--- src/rtl/fetch_queue_if.sv ---
// fetch_queue_if -- handshake bundle between the IF stage, the fetch queue and ID.
//   enq_*     : IF -> queue (valid/instr/pc in, ready out)
//   deq_*     : queue -> ID (valid/instr/pc/pc4 out, ready in)
//   flush     : redirect, drops every queued entry
//   count     : current occupancy
//   flush_cnt : saturating total of entries dropped by flush
// The slave modport is the queue's view; master is the driver/consumer view.
interface fetch_queue_if #(
  parameter int IW    = 32,
  parameter int AW    = 32,
  parameter int DEPTH = 4
);
  localparam int CW = $clog2(DEPTH) + 1;

  logic          enq_valid;
  logic [IW-1:0] enq_instr;
  logic [AW-1:0] enq_pc;
  logic          enq_ready;
  logic          deq_valid;
  logic [IW-1:0] deq_instr;
  logic [AW-1:0] deq_pc;
  logic [AW-1:0] deq_pc4;
  logic          deq_ready;
  logic          flush;
  logic [CW-1:0] count;
  logic [15:0]   flush_cnt;

  modport master (
    output enq_valid, enq_instr, enq_pc, deq_ready, flush,
    input  enq_ready, deq_valid, deq_instr, deq_pc, deq_pc4, count, flush_cnt
  );

  modport slave (
    input  enq_valid, enq_instr, enq_pc, deq_ready, flush,
    output enq_ready, deq_valid, deq_instr, deq_pc, deq_pc4, count, flush_cnt
  );
endinterface

--- src/rtl/fetch_queue.sv ---
// fetch_queue -- circular-buffer instruction queue between IF and ID.
//   clk : single clock, rising edge
//   rst : synchronous active-high reset (clears pointers, count, flush_cnt)
//   fq  : fetch_queue_if.slave (enq/deq handshakes, flush, count, flush_cnt)
// Head entry is presented combinationally (first-word fall-through). No
// enqueue bypass when full and no dequeue bypass when empty.
module fetch_queue #(
  parameter int IW    = 32,
  parameter int AW    = 32,
  parameter int DEPTH = 4
) (
  input  logic         clk,
  input  logic         rst,
  fetch_queue_if.slave fq
);
  localparam int PW = $clog2(DEPTH);
  localparam int CW = PW + 1;
  localparam logic [CW-1:0] DEPTH_C = CW'(DEPTH);

  logic [CW-1:0] wr_ptr_q, wr_ptr_d;
  logic [CW-1:0] rd_ptr_q, rd_ptr_d;
  logic [CW-1:0] count_q, count_d;
  logic [15:0]   flush_cnt_q, flush_cnt_d;
  logic [IW-1:0] instr_mem_q [DEPTH];
  logic [IW-1:0] instr_mem_d [DEPTH];
  logic [AW-1:0] pc_mem_q [DEPTH];
  logic [AW-1:0] pc_mem_d [DEPTH];

  logic          enq_fire;
  logic          deq_fire;
  logic [PW-1:0] wr_idx;
  logic [PW-1:0] rd_idx;
  logic [16:0]   flush_sum;

  // Pointer MSB only matters for wrap; the storage index is the low bits.
  assign wr_idx = wr_ptr_q[PW-1:0];
  assign rd_idx = rd_ptr_q[PW-1:0];

  assign fq.enq_ready = (count_q < DEPTH_C) && !fq.flush;
  assign fq.deq_valid = (count_q != '0) && !fq.flush;
  assign fq.deq_instr = instr_mem_q[rd_idx];
  assign fq.deq_pc    = pc_mem_q[rd_idx];
  assign fq.deq_pc4   = pc_mem_q[rd_idx] + AW'(4);
  assign fq.count     = count_q;
  assign fq.flush_cnt = flush_cnt_q;

  // ready/valid already fold in ~flush, so a flush cycle never fires either side.
  assign enq_fire = fq.enq_valid && fq.enq_ready;
  assign deq_fire = fq.deq_valid && fq.deq_ready;

  // One spare bit catches the carry so saturation is a simple test.
  assign flush_sum = {1'b0, flush_cnt_q} + 17'(count_q);

  always_comb begin
    wr_ptr_d    = wr_ptr_q;
    rd_ptr_d    = rd_ptr_q;
    count_d     = count_q;
    flush_cnt_d = flush_cnt_q;
    if (fq.flush) begin
      wr_ptr_d    = '0;
      rd_ptr_d    = '0;
      count_d     = '0;
      flush_cnt_d = flush_sum[16] ? 16'hFFFF : flush_sum[15:0];
    end else begin
      if (enq_fire) wr_ptr_d = wr_ptr_q + CW'(1);
      if (deq_fire) rd_ptr_d = rd_ptr_q + CW'(1);
      if (enq_fire && !deq_fire)      count_d = count_q + CW'(1);
      else if (deq_fire && !enq_fire) count_d = count_q - CW'(1);
    end
  end

  always_comb begin
    instr_mem_d = instr_mem_q;
    pc_mem_d    = pc_mem_q;
    if (enq_fire) begin
      instr_mem_d[wr_idx] = fq.enq_instr;
      pc_mem_d[wr_idx]    = fq.enq_pc;
    end
  end

  always_ff @(posedge clk) begin
    if (rst) begin
      wr_ptr_q    <= '0;
      rd_ptr_q    <= '0;
      count_q     <= '0;
      flush_cnt_q <= '0;
    end else begin
      wr_ptr_q    <= wr_ptr_d;
      rd_ptr_q    <= rd_ptr_d;
      count_q     <= count_d;
      flush_cnt_q <= flush_cnt_d;
    end
  end

  // Storage is deliberately not reset; reads are qualified by deq_valid.
  always_ff @(posedge clk) begin
    instr_mem_q <= instr_mem_d;
    pc_mem_q    <= pc_mem_d;
  end
endmodule

--- src/flat_wrapper.sv ---
// flat-port wrapper written by rule: the top's interface ports become plain ports
module fetch_queue_flat 
#(
  parameter int IW    = 32,
  parameter int AW    = 32,
  parameter int DEPTH = 4
)
  (clk, rst, fq_enq_valid, fq_enq_instr, fq_enq_pc, fq_deq_ready, fq_flush, fq_enq_ready, fq_deq_valid, fq_deq_instr, fq_deq_pc, fq_deq_pc4, fq_count, fq_flush_cnt);
  fetch_queue_if #(.IW(IW), .AW(AW), .DEPTH(DEPTH)) fq_i ();
  input  logic clk;
  input  logic rst;
  input wire logic [$bits(fq_i.enq_valid)-1:0] fq_enq_valid;
  input wire logic [$bits(fq_i.enq_instr)-1:0] fq_enq_instr;
  input wire logic [$bits(fq_i.enq_pc)-1:0] fq_enq_pc;
  input wire logic [$bits(fq_i.deq_ready)-1:0] fq_deq_ready;
  input wire logic [$bits(fq_i.flush)-1:0] fq_flush;
  output wire logic [$bits(fq_i.enq_ready)-1:0] fq_enq_ready;
  output wire logic [$bits(fq_i.deq_valid)-1:0] fq_deq_valid;
  output wire logic [$bits(fq_i.deq_instr)-1:0] fq_deq_instr;
  output wire logic [$bits(fq_i.deq_pc)-1:0] fq_deq_pc;
  output wire logic [$bits(fq_i.deq_pc4)-1:0] fq_deq_pc4;
  output wire logic [$bits(fq_i.count)-1:0] fq_count;
  output wire logic [$bits(fq_i.flush_cnt)-1:0] fq_flush_cnt;
  assign fq_i.enq_valid = fq_enq_valid;
  assign fq_i.enq_instr = fq_enq_instr;
  assign fq_i.enq_pc = fq_enq_pc;
  assign fq_i.deq_ready = fq_deq_ready;
  assign fq_i.flush = fq_flush;
  assign fq_enq_ready = fq_i.enq_ready;
  assign fq_deq_valid = fq_i.deq_valid;
  assign fq_deq_instr = fq_i.deq_instr;
  assign fq_deq_pc = fq_i.deq_pc;
  assign fq_deq_pc4 = fq_i.deq_pc4;
  assign fq_count = fq_i.count;
  assign fq_flush_cnt = fq_i.flush_cnt;
  fetch_queue #(.IW(IW), .AW(AW), .DEPTH(DEPTH)) u_core (.clk(clk), .rst(rst), .fq(fq_i));
endmodule
--- config.mk ---
export PLATFORM = sky130hd
export DESIGN_NAME = fetch_queue_flat
export DESIGN_NICKNAME = d
export VERILOG_FILES = /design/src/rtl/fetch_queue_if.sv /design/src/rtl/fetch_queue.sv /design/src/flat_wrapper.sv
export SDC_FILE = /design/constraint.sdc
export NUM_CORES = 1
export LEC_CHECK = 0
export CORE_ASPECT_RATIO = 0.6
export CORE_UTILIZATION = 45
export CTS_CLUSTER_SIZE = 8
export DETAILED_ROUTE_END_ITERATION = 8
export HOLD_SLACK_MARGIN = 0.05
export PLACE_DENSITY = 0.69
export SLEW_MARGIN = 40
export SYNTH_ARGS = -nofsm -noshare
export SYNTH_HDL_FRONTEND = slang
export SYNTH_SLANG_ARGS = --single-unit
--- constraint.sdc ---
create_clock -name clk -period 3.95 [get_ports clk]
set_input_delay 0.79 -clock clk [delete_from_list [all_inputs] [get_ports clk]]
set_output_delay 0.79 -clock clk [all_outputs]
set_load 0.05 [all_outputs]
# --- Word level (Yosys, flattened, before mapping) ---
# Cells that the tools add are included.
totals:
  regBits: 281
  latchBits: 0
  memories: 0
  mem_bits_rw: 0
  mem_bits_ro: 0
  output_inout_bits: 117
  input_bits: 69
op_classes:
  add_sub_neg: 6
  muxes: 13
  n_mul: 0
  n_reduce_logical: 13
  eq_ne: 0
  n_bitwise: 2
  div: 0
  magnitude_cmp: 4
  shift: 0
ops:
  columns: ["operator", "count"]
  rows:
  - ["bitwise mux 128 bit", 2]
  - ["two-way mux 32 bit", 5]
  - ["binary-select mux 32 bit (select 2 bit)", 2]
  - ["demux 32 bit (select 2 bit)", 1]
  - ["adder 32 x 3 -> 32 bit (second input constant)", 1]
  - ["adder 16 x 3 -> 17 bit", 1]
  - ["two-way mux 16 bit", 1]
  - ["adder 3 x 1 -> 3 bit (second input constant)", 3]
  - ["logical AND 1 bit", 7]
  - [">= comparator 3 bit (second input constant)", 2]
  - ["two-way mux 3 bit", 2]
  - ["inverter 2 -> 3 bit", 2]
  - ["logical NOT 1 bit", 3]
  - ["less-than comparator 3 x 1 -> 1 bit (second input constant)", 1]
  - ["less-than comparator 3 bit (second input constant)", 1]
  - ["nonzero test 3 bit", 1]
  - ["subtractor 3 x 1 -> 3 bit (second input constant)", 1]
  - ["nonzero test 2 bit", 1]
  - ["OR reduction 2 bit", 1]

# --- Depth between registers and ports, before layout ---
depth:
  depth_word: 7
  mapped_depth: 10
  depth_no_buf: 9

# --- Least setup slack after synthesis ---
# OpenSTA, ideal clock, no wires.
synth_path:
  kind: "reg-to-output"
  from: "register u_core.rd_ptr_q[0]"
  to: "output fq_deq_pc4[29]"
  arrival_time_ns: 3.171
  setup_slack_ns: -0.011
  stages_incl_launch_ff: 9
  path_cell_list: "dfxtp_1 buf_6 mux4_1 nand3_2 or4b_1 buf_2 buf_6 nor4_2 xor2_1"
synth_via:
  elab_chain_cells: 5
synth_rtl:
  columns: ["item", "line_no", "source"]
  rows:
  - ["start: declaration", "fetch_queue.sv:21", "logic [CW-1:0] rd_ptr_q, rd_ptr_d;"]
  - ["start signal: assignment", "fetch_queue.sv:89", "rd_ptr_q <= rd_ptr_d;"]
  - ["inverter 2 -> 3 bit", null, null]
  - ["binary-select mux 32 bit (select 2 bit)", null, null]
  - ["two-way mux 32 bit (2 in a row)", null, null]
  - ["net fq_deq_pc[11]", "flat_wrapper.sv:20", "output wire logic [$bits(fq_i.deq_pc)-1:0] fq_deq_pc;"]
  - ["adder 32 x 3 -> 32 bit", "fetch_queue.sv:43", "assign fq.deq_pc4 = pc_mem_q[rd_idx] + AW'(4);"]
  - ["end: declaration", "flat_wrapper.sv:21", "output wire logic [$bits(fq_i.deq_pc4)-1:0] fq_deq_pc4;"]
# The timed path passes the listed nets, and every way through them passes these cells. The select of a mux whose other input is x is not followed.

# --- Worst setup path after layout ---
layout_path:
  from: "register u_core.rd_ptr_q[0]"
  to: "output fq_deq_pc4[30]"
layout_via:
  elab_chain_cells: 5
layout_rtl:
  columns: ["item", "line_no"]
  rows:
  - ["inverter 2 -> 3 bit (not written as such)", "fetch_queue.sv:43"]
  - ["binary-select mux 32 bit (select 2 bit)", "fetch_queue.sv:43"]
  - ["two-way mux 32 bit (not written as such) (2 in a row)", "fetch_queue.sv:43"]
  - ["adder 32 x 3 -> 32 bit", "fetch_queue.sv:43"]
# No other way between the ends. The select of a mux whose other input is x is not followed.

==> flow_summary.json <==
{
  "path_class": "flip-flop to output port",
  "max-cap-violations": 0,
  "fin_area_mm2": 0.0150,
  "fmax_mhz": 259,
  "syn_avg_cell_area_um2": 19.4,
  "yosysSeqAreaShare_pct": 73.3,
  "grt_pass1_vias": 6399,
  "cts_tree": "yes",
  "initial_core_util_pct": 45.9,
  "vdd_drop_max_uv": 371,
  "detail-route-antenna-nets": 0,
  "required_ps": 3160,
  "worst_pin_slew_ps": 711,
  "pre_cts_ws_ps": 308,
  "nets": 877,
  "drive_above_1_share_pct": 22.7,
  "ys_seq_elements": 279,
  "yosysWarnings": 0,
  "p_leak_nw": 4.94,
  "hold_violations": 0,
  "clk_latency_ps": 520,
  "cpMaxStageDelayCell": "or4b_4",
  "wl_per_cell_um": 22.4,
  "slew-limit-headroom_pct": 52.6,
  "skew_ps": 8.34,
  "drt_iter0_drc": 430,
  "synth_area_mm2": 0.0111,
  "power_density_mw_per_mm2": 465,
  "gp_congestion": 0.851,
  "crit_arrival_ps": 3070,
  "grtUsageTotal_pct": 20.2,
  "cts_sinks": 279,
  "synthFlopType": "edfxtp_1",
  "placed_cell_area_mm2": 0.0137,
  "num_vias": 6233,
  "reg2reg_depth": 6,
  "dp_hpwl_mm": 16.7,
  "cp-end-kind": "output port",
  "dieArea_mm2": 0.0254,
  "r2r-start": "u_core.fq.count[0]",
  "multiInputGateArea_mm2": 0.00292,
  "final_max_slew_viol_count": 0,
  "area.sequential_mm2": 0.00816,
  "post-route-min-period_ps": 3860,
  "io_pins": 186,
  "rows": 44,
  "grt-ovfl-total": 0,
  "ys_types": 41,
  "finalSetupViolCount": 0,
  "num_antenna_cells": 0,
  "dieWidth_um": 205,
  "totalWireLength_mm": 25.4,
  "whs_path_depth": 2,
  "numCtsBuffers": 40,
  "ctsHoldBuffers": 0,
  "core_mm2": 0.0242,
  "r2r-end": "u_core.fq.flush_cnt[11]",
  "via_per_inst": 5.50,
  "hold_end": "u_core.fq.flush_cnt[8]",
  "min_from": "u_core.fq.flush_cnt[8]",
  "synth_top_cell_area_share_pct": 69.1,
  "grt_start_max_net_pins": 34,
  "yosysTopAreaCell": "edfxtp_1",
  "fillers": 1716,
  "regToRegSetupSlack_ps": 1630,
  "area_growth_syn_to_layout_pct": 34.5,
  "antenna_found_initial": 0,
  "cp_cell_sequence": "buf_12, mux4_2, and4_1, or4b_4, buf_6, nor4_4, xor2_2, buf_12",
  "min_path_type": "flip-flop to flip-flop",
  "synthArstFlopShare_pct": 0,
  "fp.dieH_um": 124,
  "syn-num-nets": 653,
  "synth.area.top_cells": "edfxtp_1, mux4_2, dfxtp_1",
  "cts_max_level": 2,
  "syn_inst": 573,
  "grt_pass1_wl_mm": 37.8,
  "path_common_cell": "buf_12",
  "final_common_cell": "edfxtp_1",
  "status": "completed",
  "synth-edff-count": 256,
  "total_power_mw": 6.96,
  "max_stage_delay_ps": 480,
  "post-route-period-util_pct": 97.8,
  "cts.path.max_buffers": 3,
  "cts.clk_slew.worst_paths_ps": 50,
  "final_cell_mix": "edfxtp_1, clkdlybuf4s50_1, mux4_2, clkbuf_16, buf_12",
  "drc": 0,
  "critPathMaxFanout": 14,
  "port_buffers": 185,
  "rsz0062_at_grt": "true",
  "detail_route.first_pass.iterations": 5,
  "fin_ws_ps": 87.6,
  "cp-start-kind": "flip-flop",
  "cts-root-buf": "clkbuf_16"
}
-- timing repair --
action / in CTS / in global routing
pin swaps: 2 / 1
endpoints found under the hold margin: 0 / 0
setup buffers: 4 / 2
endpoints found under the setup margin: 33 / 9
resized for setup: 8 / 14
-- critical path, delay by kind of cell (launching register included) --
family	cells	cell delay (ps)
simple gates	3	1050
buf+inv	3	500
mux	1	380
flops	1	370
xor+xnor	1	250
-- cell families after synthesis --
group,after synthesis,synth area share [%]
compound gates,25,1.32
buf+inv,41,1.83
flops,279,73.3
fa+ha+maj,11,1.37
xor+xnor,39,3.07
simple gates,111,5.69
mux,67,13.4
-- sequential cells by signal, summed over array words and instances, names as in the netlist --
signal,cells
u_core.fq.flush_cnt,16
u_core.wr_ptr_q,2
u_core.rd_ptr_q,2
u_core.instr_mem_q,128
u_core.pc_mem_q,128
u_core.fq.count,3
-- how the worst max path moves through the flow --
stage,from,endpoint,cells past startpoint
2_1_floorplan,u_core.rd_ptr_q[0],fq_deq_pc4[27],8
3_3_place_gp,u_core.rd_ptr_q[0],fq_deq_pc4[16],7
3_5_place_dp,u_core.rd_ptr_q[0],fq_deq_pc4[31],8
4_1_cts,u_core.rd_ptr_q[0],fq_deq_pc4[26],8
5_1_grt,u_core.rd_ptr_q[0],fq_deq_pc4[24],8
6_report,u_core.rd_ptr_q[0],fq_deq_pc4[30],8
-- Yosys cell counts (all sizes together), types with 3 or more instances --
cell / instances
edfxtp: 256
mux2i: 3
inv: 15
a21oi: 11
nor2: 24
buf: 17
xnor2: 16
and4: 5
nor4: 13
o21a: 4
o21ai: 4
ha: 9
nand2: 16
clkbuf: 9
and3: 10
nor3: 15
mux4: 64
nand3: 14
xor2: 23
a31oi: 3
and2: 3
dfxtp: 23
nand4: 3
-- metal layers --
| metal | vias to the layer above | global-route usage [%] | part of all wire, % |
|---|---|---|---|
| met1 | 3178 | 28.9 | 44 |
| met2 | 270 | 29.6 | 45 |
| met4 | 0 | 5.00 | 1.3 |
| met5 | - | 0 | 0 |
| li1 | 2747 | - | - |
| met3 | 38 | 7.17 | 9.6 |
-- power by group --
| group | total, mW | leakage [nW] | switching [mW] | internal, mW |
|---|---|---|---|---|
| clock | 2.99 | 0.529 | 1.16 | 1.84 |
| combinational | 0.669 | 1.89 | 0.406 | 0.263 |
| sequential | 3.30 | 2.51 | 0.0164 | 3.28 |
| total | 6.96 | 4.94 | 1.58 | 5.38 |
-- stage by stage --
step	hold slack, ps	utilization (%)	instances	setup TNS [ps]
after floorplan	538	-	573	0
after global placement	503	56.5	1071	0
after detailed placement	538	56.5	1071	0
after CTS	542	61.4	1131	0
after global routing	581	61.7	1133	-54.7
final	554	61.7	1133	0
-- layout make-up --
class / instances / share of cell area (%)
Clock buffer: 53 / 7.02
Clock inverter: 3 / 0.301
Inverter: 15 / 0.376
Multi-Input combinational cell: 253 / 19.5
Sequential cell: 279 / 54.5
Tap cell: 322 / 2.69
Timing Repair Buffer: 208 / 15.6
Power figures use the tool's default switching activity.
